## config.mk

```make
export PLATFORM = sky130hd
export DESIGN_NAME = decode_ctrl_stage
export DESIGN_NICKNAME = d
export VERILOG_FILES = /design/src/rtl/decode_pkg.sv /design/src/rtl/decode_ctrl_stage_alu_decode.sv /design/src/rtl/decode_ctrl_stage.sv
export SDC_FILE = /design/constraint.sdc
export NUM_CORES = 1
export LEC_CHECK = 0
export BUFFER_PORTS_ARGS = -buffer_cell sky130_fd_sc_hd__clkbuf_2
export CAP_MARGIN = 25
export CORE_ASPECT_RATIO = 1.5
export CORE_MARGIN = 2
export CORE_UTILIZATION = 35
export DETAILED_ROUTE_END_ITERATION = 7
export GPL_ROUTABILITY_DRIVEN = 0
export PLACE_DENSITY_LB_ADDON = 0.1
export REMOVE_ABC_BUFFERS = 1
export SETUP_SLACK_MARGIN = 0.5
export SLEW_MARGIN = 20
export SYNTH_ARGS = -nofsm -noshare
export SYNTH_HDL_FRONTEND = slang
export SYNTH_SLANG_ARGS = --single-unit
```

## constraint.sdc

```tcl
create_clock -name clk -period 2.4 [get_ports clk]
set_input_delay 0.12 -clock clk [delete_from_list [all_inputs] [get_ports clk]]
set_output_delay 0.12 -clock clk [all_outputs]
set_load 0.05 [all_outputs]
```

## src/rtl/decode_pkg.sv

```systemverilog
// Shared decode definitions for the ID/EX boundary.
// Holds the RV32I opcode constants, the ALU-control and result-source
// encodings, the FSM state type and the packed control bundle that is
// registered into EX.
package decode_pkg;

  localparam logic [6:0] OP_LW    = 7'b0000011;
  localparam logic [6:0] OP_SW    = 7'b0100011;
  localparam logic [6:0] OP_R     = 7'b0110011;
  localparam logic [6:0] OP_I     = 7'b0010011;
  localparam logic [6:0] OP_B     = 7'b1100011;
  localparam logic [6:0] OP_JAL   = 7'b1101111;
  localparam logic [6:0] OP_JALR  = 7'b1100111;
  localparam logic [6:0] OP_LUI   = 7'b0110111;
  localparam logic [6:0] OP_AUIPC = 7'b0010111;

  localparam logic [6:0] FUNCT7_MEXT = 7'b0000001;

  typedef enum logic [3:0] {
    ALU_ADD  = 4'b0000,
    ALU_SUB  = 4'b0001,
    ALU_AND  = 4'b0010,
    ALU_OR   = 4'b0011,
    ALU_XOR  = 4'b0100,
    ALU_SLT  = 4'b0101,
    ALU_SLL  = 4'b0110,
    ALU_SRL  = 4'b0111,
    ALU_SRA  = 4'b1000,
    ALU_SLTU = 4'b1001
  } alu_op_e;

  typedef enum logic [1:0] {
    RES_ALU = 2'b00,
    RES_MEM = 2'b01,
    RES_PC4 = 2'b10,
    RES_IMM = 2'b11
  } result_src_e;

  typedef enum logic {
    ST_RUN      = 1'b0,
    ST_MDU_BUSY = 1'b1
  } state_e;

  typedef struct packed {
    logic        regwrite;
    logic        memwrite;
    logic        jump;
    logic        jalr;
    logic        branch;
    logic        alu_src;
    logic        alu_a_pc;
    result_src_e result_src;
    logic [3:0]  alu_control;
    logic [2:0]  branch_control;
    logic        illegal;
    logic        mdu;
  } ctrl_t;

endpackage

```

## src/rtl/decode_ctrl_stage_alu_decode.sv

```systemverilog
// alu_decode: combinational opcode/funct3/funct7 -> alu_control.
// Ports:
//   i_opcode, i_funct3, i_funct7b5 : instruction fields
//   i_mop                          : instruction is an M-extension op
//   o_alu_control                  : 4-bit ALU operation
module alu_decode
  import decode_pkg::*;
(
  input  logic [6:0] i_opcode,
  input  logic [2:0] i_funct3,
  input  logic       i_funct7b5,
  input  logic       i_mop,
  output logic [3:0] o_alu_control
);

  always_comb begin
    o_alu_control = ALU_ADD;
    if (i_mop) begin
      o_alu_control = {1'b0, i_funct3};
    end else begin
      case (i_opcode)
        OP_B: o_alu_control = ALU_SUB;
        OP_R, OP_I: begin
          case (i_funct3)
            // bit 30 is part of the immediate for ADDI, so only R-type subtracts
            3'b000:  o_alu_control = (i_opcode == OP_R && i_funct7b5) ? ALU_SUB : ALU_ADD;
            3'b001:  o_alu_control = ALU_SLL;
            3'b010:  o_alu_control = ALU_SLT;
            3'b011:  o_alu_control = ALU_SLTU;
            3'b100:  o_alu_control = ALU_XOR;
            3'b101:  o_alu_control = i_funct7b5 ? ALU_SRA : ALU_SRL;
            3'b110:  o_alu_control = ALU_OR;
            default: o_alu_control = ALU_AND;
          endcase
        end
        default: o_alu_control = ALU_ADD;
      endcase
    end
  end

endmodule

```

## src/rtl/decode_ctrl_stage.sv

```systemverilog
// decode_ctrl_stage: registered ID->EX decode/control stage with valid/ready
// handshake, load-use hazard stall, flush and multi-cycle M-op hold.
// Optional feature macro: DECODE_MEXT_EN (M-extension decode + MDU hold FSM).
// Ports:
//   clk, rst (sync, active-high)
//   instr_d/valid_d/ready_d : ID-side instruction handshake
//   ready_e, flush_e        : EX acceptance and kill
//   valid_e + *_e           : registered EX control bundle, rd_e, illegal_e, mdu_e
module decode_ctrl_stage
  import decode_pkg::*;
#(
  parameter int REG_ADDR_W  = 5,
  parameter int MDU_LATENCY = 4
) (
  input  logic                  clk,
  input  logic                  rst,
  input  logic [31:0]           instr_d,
  input  logic                  valid_d,
  output logic                  ready_d,
  input  logic                  ready_e,
  input  logic                  flush_e,
  output logic                  valid_e,
  output logic                  regwrite_e,
  output logic                  memwrite_e,
  output logic                  jump_e,
  output logic                  jalr_e,
  output logic                  branch_e,
  output logic                  alu_src_e,
  output logic                  alu_a_pc_e,
  output logic [1:0]            result_src_e,
  output logic [3:0]            alu_control_e,
  output logic [2:0]            branch_control_e,
  output logic [REG_ADDR_W-1:0] rd_e,
  output logic                  illegal_e,
  output logic                  mdu_e
);

  logic [6:0]            w_opcode;
  logic [2:0]            w_funct3;
  logic [6:0]            w_funct7;
  logic [REG_ADDR_W-1:0] w_rd, w_rs1, w_rs2;
  logic                  w_mop;
  logic [3:0]            w_alu_op;
  ctrl_t                 w_ctrl;
  logic                  w_uses_rs2;
  logic                  w_load_use;
  logic                  w_mdu_busy;
  logic                  w_load;

  logic                  r_valid;
  ctrl_t                 r_ctrl;
  logic [REG_ADDR_W-1:0] r_rd;

  assign w_opcode = instr_d[6:0];
  assign w_funct3 = instr_d[14:12];
  assign w_funct7 = instr_d[31:25];
  assign w_rd     = instr_d[7  +: REG_ADDR_W];
  assign w_rs1    = instr_d[15 +: REG_ADDR_W];
  assign w_rs2    = instr_d[20 +: REG_ADDR_W];

`ifdef DECODE_MEXT_EN
  assign w_mop = (w_opcode == OP_R) && (w_funct7 == FUNCT7_MEXT);
`else
  assign w_mop = 1'b0;
`endif

  alu_decode u_alu_decode (
    .i_opcode      (w_opcode),
    .i_funct3      (w_funct3),
    .i_funct7b5    (w_funct7[5]),
    .i_mop         (w_mop),
    .o_alu_control (w_alu_op)
  );

  always_comb begin
    w_ctrl = '0;
    case (w_opcode)
      OP_LW: begin
        w_ctrl.regwrite   = 1'b1;
        w_ctrl.alu_src    = 1'b1;
        w_ctrl.result_src = RES_MEM;
      end
      OP_SW: begin
        w_ctrl.alu_src  = 1'b1;
        w_ctrl.memwrite = 1'b1;
      end
      OP_R: begin
        if (w_funct7 == FUNCT7_MEXT) begin
`ifdef DECODE_MEXT_EN
          w_ctrl.regwrite = 1'b1;
          w_ctrl.mdu      = 1'b1;
`else
          w_ctrl.illegal  = 1'b1;
`endif
        end else begin
          w_ctrl.regwrite = 1'b1;
        end
      end
      OP_I: begin
        w_ctrl.regwrite = 1'b1;
        w_ctrl.alu_src  = 1'b1;
      end
      OP_B: begin
        w_ctrl.branch         = 1'b1;
        w_ctrl.branch_control = w_funct3;
      end
      OP_JAL: begin
        w_ctrl.regwrite   = 1'b1;
        w_ctrl.jump       = 1'b1;
        w_ctrl.result_src = RES_PC4;
      end
      OP_JALR: begin
        w_ctrl.regwrite   = 1'b1;
        w_ctrl.jump       = 1'b1;
        w_ctrl.jalr       = 1'b1;
        w_ctrl.alu_src    = 1'b1;
        w_ctrl.result_src = RES_PC4;
      end
      OP_LUI: begin
        w_ctrl.regwrite   = 1'b1;
        w_ctrl.result_src = RES_IMM;
      end
      OP_AUIPC: begin
        w_ctrl.regwrite = 1'b1;
        w_ctrl.alu_src  = 1'b1;
        w_ctrl.alu_a_pc = 1'b1;
      end
      default: w_ctrl.illegal = 1'b1;
    endcase
    // undecodable instructions carry a clean bundle apart from the flag
    w_ctrl.alu_control = w_ctrl.illegal ? 4'(ALU_ADD) : w_alu_op;
  end

  // rs2 is only a real source for R, S and B formats
  assign w_uses_rs2 = (w_opcode == OP_R) || (w_opcode == OP_SW) || (w_opcode == OP_B);

  assign w_load_use = r_valid && (r_ctrl.result_src == RES_MEM) && (r_rd != '0) &&
                      ((r_rd == w_rs1) || (w_uses_rs2 && (r_rd == w_rs2)));

  assign ready_d = ready_e && !flush_e && !w_load_use && !w_mdu_busy;
  assign w_load  = valid_d && ready_d;

  always_ff @(posedge clk) begin
    if (rst) begin
      r_valid <= 1'b0;
      r_ctrl  <= '0;
      r_rd    <= '0;
    end else if (flush_e) begin
      r_valid <= 1'b0;
      r_ctrl  <= '0;
      r_rd    <= '0;
    end else if (!ready_e || w_mdu_busy) begin
      r_valid <= r_valid;
    end else if (w_load) begin
      r_valid <= 1'b1;
      r_ctrl  <= w_ctrl;
      r_rd    <= w_rd;
    end else begin
      r_valid <= 1'b0;
      r_ctrl  <= '0;
      r_rd    <= '0;
    end
  end

`ifdef DECODE_MEXT_EN
  localparam int CNT_W = (MDU_LATENCY > 1) ? $clog2(MDU_LATENCY) : 1;

  state_e           r_state, w_state_nxt;
  logic [CNT_W-1:0] r_cnt, w_cnt_nxt;

  always_ff @(posedge clk) begin
    if (rst) begin
      r_state <= ST_RUN;
      r_cnt   <= '0;
    end else begin
      r_state <= w_state_nxt;
      r_cnt   <= w_cnt_nxt;
    end
  end

  // The first EX cycle of an M-op is the load cycle itself, so the hold
  // covers MDU_LATENCY-1 further cycles.
  always_comb begin
    w_state_nxt = r_state;
    w_cnt_nxt   = r_cnt;
    case (r_state)
      ST_RUN: begin
        if (w_load && w_ctrl.mdu && (MDU_LATENCY > 1)) begin
          w_state_nxt = ST_MDU_BUSY;
          w_cnt_nxt   = CNT_W'(MDU_LATENCY - 1);
        end
      end
      default: begin
        w_cnt_nxt = r_cnt - CNT_W'(1);
        if (r_cnt == CNT_W'(1)) begin
          w_state_nxt = ST_RUN;
        end
      end
    endcase
    if (flush_e) begin
      w_state_nxt = ST_RUN;
      w_cnt_nxt   = '0;
    end
  end

  assign w_mdu_busy = (r_state == ST_MDU_BUSY);
`else
  assign w_mdu_busy = 1'b0;
`endif

  assign valid_e          = r_valid;
  assign regwrite_e       = r_ctrl.regwrite;
  assign memwrite_e       = r_ctrl.memwrite;
  assign jump_e           = r_ctrl.jump;
  assign jalr_e           = r_ctrl.jalr;
  assign branch_e         = r_ctrl.branch;
  assign alu_src_e        = r_ctrl.alu_src;
  assign alu_a_pc_e       = r_ctrl.alu_a_pc;
  assign result_src_e     = r_ctrl.result_src;
  assign alu_control_e    = r_ctrl.alu_control;
  assign branch_control_e = r_ctrl.branch_control;
  assign rd_e             = r_rd;
  assign illegal_e        = r_ctrl.illegal;
  assign mdu_e            = r_ctrl.mdu;

endmodule

```

==> results of run 1 <==
-- cell families (layout without fill, tap and decap cells) --
logic type / count (synthesis) / after routing
xor+xnor: 10 / 10
simple gates: 42 / 42
buf+inv: 11 / 70
flops: 23 / 23
compound gates: 48 / 49
mux: 1 / 1
other cells: 1 / 1
-- Yosys cell counts, types with 2 or more instances --
cell type  number
dfxtp_1        23
o31ai_1         6
o211ai_1        2
nor3_1          4
buf_6           3
nor2b_1         2
o41ai_1         3
nand2_1        16
nand3_1         3
o21ai_0        10
a32o_1          4
clkbuf_1        4
a21oi_1         7
xor2_1         10
inv_1           2
a22o_2          7
nor2_1          5
or4_1           2
-- metrics by stage --
stage | worst slack (ns) | area (µm²) | cells | util (%)
floorplan | 0.236 | 1200 | 127 | -
global placement | 0.510 | 1570 | 230 | 45.8
detailed placement | 0.513 | 1570 | 230 | 45.8
CTS | 0.498 | 1630 | 235 | 47.7
global route | 0.463 | 1730 | 238 | 50.5
finish | 0.526 | 1730 | 238 | 50.5
-- routing by layer --
| metal | vias to the layer above | part of all wire (%) |
|---|---|---|
| li1 | 637 | - |
| met1 | 601 | 41 |
| met2 | 29 | 54 |
| met3 | 2 | 4.1 |
| met4 | 0 | 0.69 |
| met5 | - | 0 |
-- power by group --
part           switching, mW  total, mW  internal, mW
combinational         0.0829      0.136        0.0534
sequential           0.00401      0.386         0.382
clock                  0.116      0.234         0.118
-- critical path, cell delays in order (launching register included) --
cell,delay [ns]
dfxtp_4,0.36
or4_4,0.54
o21ai_4,0.20
o21ai_2,0.07
nor2_1,0.13
clkbuf_8,0.19
-- cell type report --
class | instances | area share (%)
Multi-Input combinational cell | 103 | 46.8
Sequential cell | 23 | 27.5
Timing Repair Buffer | 64 | 19.7
Tap cell | 42 | 3.05
Clock buffer | 4 | 2.61
Inverter | 2 | 0.435
-- worst max-delay path by stage --
stage / end / from / depth (start not counted) / slack, ns
2_1_floorplan: ready_d / rd_e[2] / 5 / 0.24
3_3_place_gp: memwrite_e / rd_e[2] / 5 / 0.51
3_5_place_dp: alu_a_pc_e / rd_e[3] / 4 / 0.51
4_1_cts: alu_a_pc_e / rd_e[2] / 5 / 0.50
5_1_grt: ready_d / rd_e[2] / 6 / 0.46
6_report: ready_d / rd_e[1] / 5 / 0.53
-- flip-flops by register name, summed over array words and instances, names as in the netlist, 2 cells and up --
| name | flops |
|---|---|
| result_src_e | 2 |
| alu_control_e | 4 |
| rd_e | 5 |
| branch_control_e | 3 |
-- placed cells by master, fill, tap and decap left out, drive strengths merged, types with 2 or more instances in the layout --
master and instances:
dfxtp 23, a32o 4, o31ai 6, nand3 3, a22o 8, nor2b 2, o21ai 11, xor2 10
o41ai 3, nor2 6, clkbuf 64, o211ai 2, buf 4, or4 2, nor3 4, o2111a 2
inv 2, nand2 16, a21oi 7
-- repair_timing --
item	in CTS	in global routing
endpoints found under the setup margin	3	17
resized for setup	4	15
cloned	0	1
buffers inserted	1	2
endpoints found under the hold margin	0	0
pin swaps	1	4
==> reports/qor.yml, run 1 <==
setup_path:
  cp_max_fo: 4
  cp-start-kind: "flop"
  reg2reg_setup_slack_ns: 0.55
  r2r-end: "rd_e[1]"
  worstPathRequired_ns: 2.28
  crit_arrival_ns: 1.75
  crit_type: "reg2out"
  crit-reg2reg-launch: "rd_e[1]"
  cp-end-kind: "primary output"
  reg2reg_depth: 5
cts:
  holdBufCountCts: 0
  cts.sink_count: 23
  clkLatencyLatePin_ns: 0.26
  cts-root-buf: "clkbuf_8"
  h-tree-depth: 1
  cts.path.max_buffers: 2
  cts_tree: "yes"
  numCtsBuffers: 3
  clkTransAtPathRegs_ns: 0.08
sta:
  clock.fmax_mhz: 534
  finClkSkew_ns: 0.00162
  maxSlewHeadroom_pct: 56.1
  whs_ns: 0.0705
  hold_viol: 0
  rsz0062_at_grt: "true"
  tightest_slew_ns: 0.649
  fin_crit_ns: 1.87
  period_share_pct: 78.1
  drv_slew: 0
  final.setup.tns_ns: 0
  setup_viol: 0
synth:
  synth.distinct_cells: 41
  yosysTopAreaCellShare_pct: 36.5
  synth-async-reset-ratio_pct: 0
  synthMuxAreaShare_pct: 0.794
  synth-adder-area-share_pct: 0
  synth_flop_cell: "dfxtp_1"
  syn_avg_cell_area_um2: 9.27
  synth_area_mm2: 0.00126
  yosysWarnings: 0
  synth-seq-area-share_pct: 36.5
  synth_edf_count: 0
  synthTopCellsByArea: "dfxtp_1 37%, xor2_1 6.9%, a22o_2 5.6%"
  synth_largest_area_cell: "dfxtp_1"
  yosys.area_share.simple_pct: 19.0
  synth_top_family_by_area: "compound AO/OA/AOI/OAI gates"
  synth_seq_cells: 23
  syn_inst: 136
  synth-xor-area-share_pct: 6.94
  synth_compound_area_share_pct: 31.0
detailed_routing:
  wl_per_cell_um: 14.5
  vias: 1269
  drt_iter0_markers: 22
  first_pass_iters: 3
  drc_errors: 0
  antenna_left: 0
  drt_wl_total_um: 3460
  vias_per_cell: 5.33
cells_and_area:
  fillerInstances: 351
  nets: 234
  area_growth_pct: 36.8
  antenna_cells: 0
  multiInputGateArea_um2: 807
  regArea_um2: 474
  drive_gt1_share_pct: 49.0
floorplan:
  core_mm2: 0.00342
  rows: 26
  die_area_mm2: 0.00411
  start_util_pct: 36.9
  die_h_um: 77.5
  ioPinCount: 62
  die_x_um: 53.0
global_routing:
  met2_usage_pct: 29.3
  grt_max_degree: 23
  grt_pass1_wl_um: 5260
  grt.total_usage_pct: 16.3
  grt_pass1_vias: 1215
  use_met1_pct: 19.8
  grt_overflow_total: 0
  grt_use_met3_pct: 1.73
  antenna_found_initial: 0
  grt_busiest_layer: "met2"
pwr:
  finalPower_mw: 0.756
  powerDensity_mw_per_mm2: 438
  vdd_drop_max_v: 0.000427
  p_leak_nw: 0.751
job:
  drv_cap: 0
worst_hold_path:
  hp-class: "in2reg"
  whs_path_depth: 2
  min-delay-start: "instr_d[10]"
  hold_end: "rd_e[3]"
run_status:
  status: "finished clean"
placed_design:
  portBuffers: 60
  hpwl_um: 2510
Power figures use the tool's default switching activity.
==> inputs of run 2 (changes only) <==
==> constraint.sdc (replaced) <==
create_clock -name clk -period 1.83 [get_ports clk]
set_input_delay 0.0915 -clock clk [delete_from_list [all_inputs] [get_ports clk]]
set_output_delay 0.0915 -clock clk [all_outputs]
set_load 0.05 [all_outputs]
==> run 2 against run 1 <==
The run now ends with setup timing left; non-clock buffer count rose by 13; global-route usage increased by 3.2 points; sequential power up 31%; worst setup slack got worse by 0.57 ns; die area unchanged; count of clock-buffer cells in the layout decreased by 1; cell count up 5.9%; first-iteration DRC count shrank 4.5%; critical endpoint unchanged; clock power increased by 39%; critical path type unchanged.
==> reports/qor.yml, run 2 (synthesis gave the netlist of run 1 again) <==
run_status:
  status: "complete, but fails checks"
  violations: "setup timing"
sta:
  tightest_slew_ns: 0.546  # -0.104 ns
  period_share_pct: 102
  fin_crit_ns: 1.87
  drv_slew: 0  # unchanged
  maxSlewHeadroom_pct: 63.5  # +7.4 points
  finClkSkew_ns: 0.00335  # +0.00174 ns
  hold_viol: 0  # unchanged
  setup_viol: 2  # +2
  finalWorstSetupSlack_ns: -0.0424  # -0.568 ns
  final.setup.tns_ns: -0.0770  # -0.0770 ns
  rsz0062_at_grt: "true"
  whs_ns: 0.0387  # -0.0319 ns
  clock.fmax_mhz: 534
cts:
  cts-root-buf: "clkbuf_8"
  clkTransAtPathRegs_ns: 0.09  # about the same
  cts.sink_count: 23  # unchanged
  numCtsBuffers: 3  # unchanged
  cts_tree: "yes"
  clkLatencyLatePin_ns: 0.26  # about the same
  h-tree-depth: 1  # unchanged
  cts.path.max_buffers: 2  # unchanged
placed_design:
  place_ws_ns: -0.152  # -0.666 ns
  placed_cells: 239  # +3.9%
  post_dp_cell_area_mm2: 0.00163  # +4.3%
  hpwl_um: 2630  # +4.8%
  portBuffers: 60  # unchanged
detailed_routing:
  vias: 1355  # +6.8%
  first_pass_iters: 4  # +1
  drt_iter0_markers: 21  # -4.5%
  antenna_left: 0  # unchanged
  wl_per_cell_um: 15.3  # +5.5%
  drt_wl_total_um: 3860  # +12%
  drc_errors: 0  # unchanged
  vias_per_cell: 5.38  # +0.84%
worst_hold_path:
  whs_path_depth: 2  # unchanged
  hold_end: "rd_e[1]"
  min-delay-start: "instr_d[8]"
  hp-class: "in2reg"
floorplan:
  start_util_pct: 36.9  # unchanged
  ioPinCount: 62  # unchanged
  core_mm2: 0.00342  # unchanged
  die_x_um: 53.0  # unchanged
  die_area_mm2: 0.00411  # unchanged
  die_h_um: 77.5  # unchanged
  rows: 26  # unchanged
cells_and_area:
  area_growth_pct: 50.3
  fin_area_mm2: 0.00190  # +9.9%
  final_cell_mix: "59 x clkbuf_2, 18 x dfxtp_1, 16 x nand2_1, 12 x buf_4, 9 x o21ai_0"
  drive_gt1_share_pct: 56.2  # +7.2 points
  antenna_cells: 0  # unchanged
  nets: 248  # +6.0%
  largest_reg_flops: 5  # unchanged
  fin_util_pct: 55.5  # +5.0 points
  layout_commonest_cell: "clkbuf_2"
  final_cell_count_no_fill: 252  # +5.9%
  fillerInstances: 331  # -5.7%
setup_path:
  path_cells: "or4_4 > o21ai_4 > buf_6 > o21ai_1 > nor2_1 > clkbuf_8"
  cp_max_fo: 4  # unchanged
  crit-reg2reg-launch: "rd_e[3]"
  worstPathRequired_ns: 1.74  # -0.54 ns
  reg2reg_setup_slack_ns: -0.03  # -0.58 ns
  crit_arrival_ns: 1.78  # +0.03 ns
  cp-start-kind: "flop"
  crit_type: "reg2out"
  critPathSlowestCell: "or4_4"
  cp-end-kind: "primary output"
  r2r-end: "alu_a_pc_e"
  reg2reg_depth: 6  # +1
  max_stage_delay_ns: 0.53  # about the same
global_routing:
  grt_overflow_total: 0  # unchanged
  grt_max_degree: 23  # unchanged
  grt_pass1_wl_um: 6110  # +16%
  antenna_found_initial: 0  # unchanged
  grt_pass1_vias: 1334  # +9.8%
  grt.total_usage_pct: 19.5  # +3.2 points
pwr:
  p_leak_nw: 0.838  # +12%
  vdd_drop_max_v: 0.000532  # +24%
  powerDensity_mw_per_mm2: 544  # +24%
  finalPower_mw: 1.03  # +36%
job:
  drv_cap: 0  # unchanged
-- run 2: area by class of cell --
| cell class | count | area [µm²] | area share (%) |
|---|---|---|---|
| Inverter | 2 | 7.51 | 0.396 |
| Sequential cell | 23 | 474 | 25.0 |
| Tap cell | 42 | 52.6 | 2.77 |
| Multi-Input combinational cell | 104 | 851 | 44.9 |
| Clock inverter | 1 | 5.00 | 0.264 |
| Timing Repair Buffer | 77 | 464 | 24.5 |
| Clock buffer | 3 | 41.3 | 2.18 |
-- run 2: power breakdown --
part / internal, mW / total, mW / switching (mW)
clock: 0.152 / 0.326 / 0.174
combinational: 0.0806 / 0.199 / 0.119
sequential: 0.501 / 0.505 / 0.00412
-- run 2: per-layer routing --
metal | GRT usage (%) | vias to the layer above | wire length [µm]
met1 | 22.3 | 647 | 1520
met4 | 6.15 | 0 | 50
met5 | 0 | - | 0
met3 | 3.46 | 6 | 176
li1 | - | 663 | -
met2 | 35.3 | 39 | 2120
-- run 2: worst max path at each step --
stage | from | to | slack, ns | depth (start not counted)
CTS | rd_e[3] | ready_d | -0.08 | 6
global route | rd_e[3] | ready_d | -0.09 | 6
floorplan | rd_e[2] | ready_d | -0.31 | 5
finish | rd_e[3] | ready_d | -0.04 | 6
global placement | rd_e[3] | memwrite_e | 0.01 | 4
detailed placement | rd_e[3] | alu_a_pc_e | -0.15 | 4
-- run 2: worst max-delay path, delay by kind of cell, from the launching register on --
family	cells	cell delay, ns
flops	1	0.37
compound gates	2	0.20
buf+inv	2	0.30
simple gates	2	0.65
-- run 2: repair_timing --
| action | in CTS | in global routing |
|---|---|---|
| gates resized for setup | 17 | 13 |
| setup buffers | 6 | 1 |
| setup endpoints to repair | 24 | 24 |
| pin swaps | 13 | 19 |
| hold buffers | 0 | 0 |
| cloned | 2 | 0 |
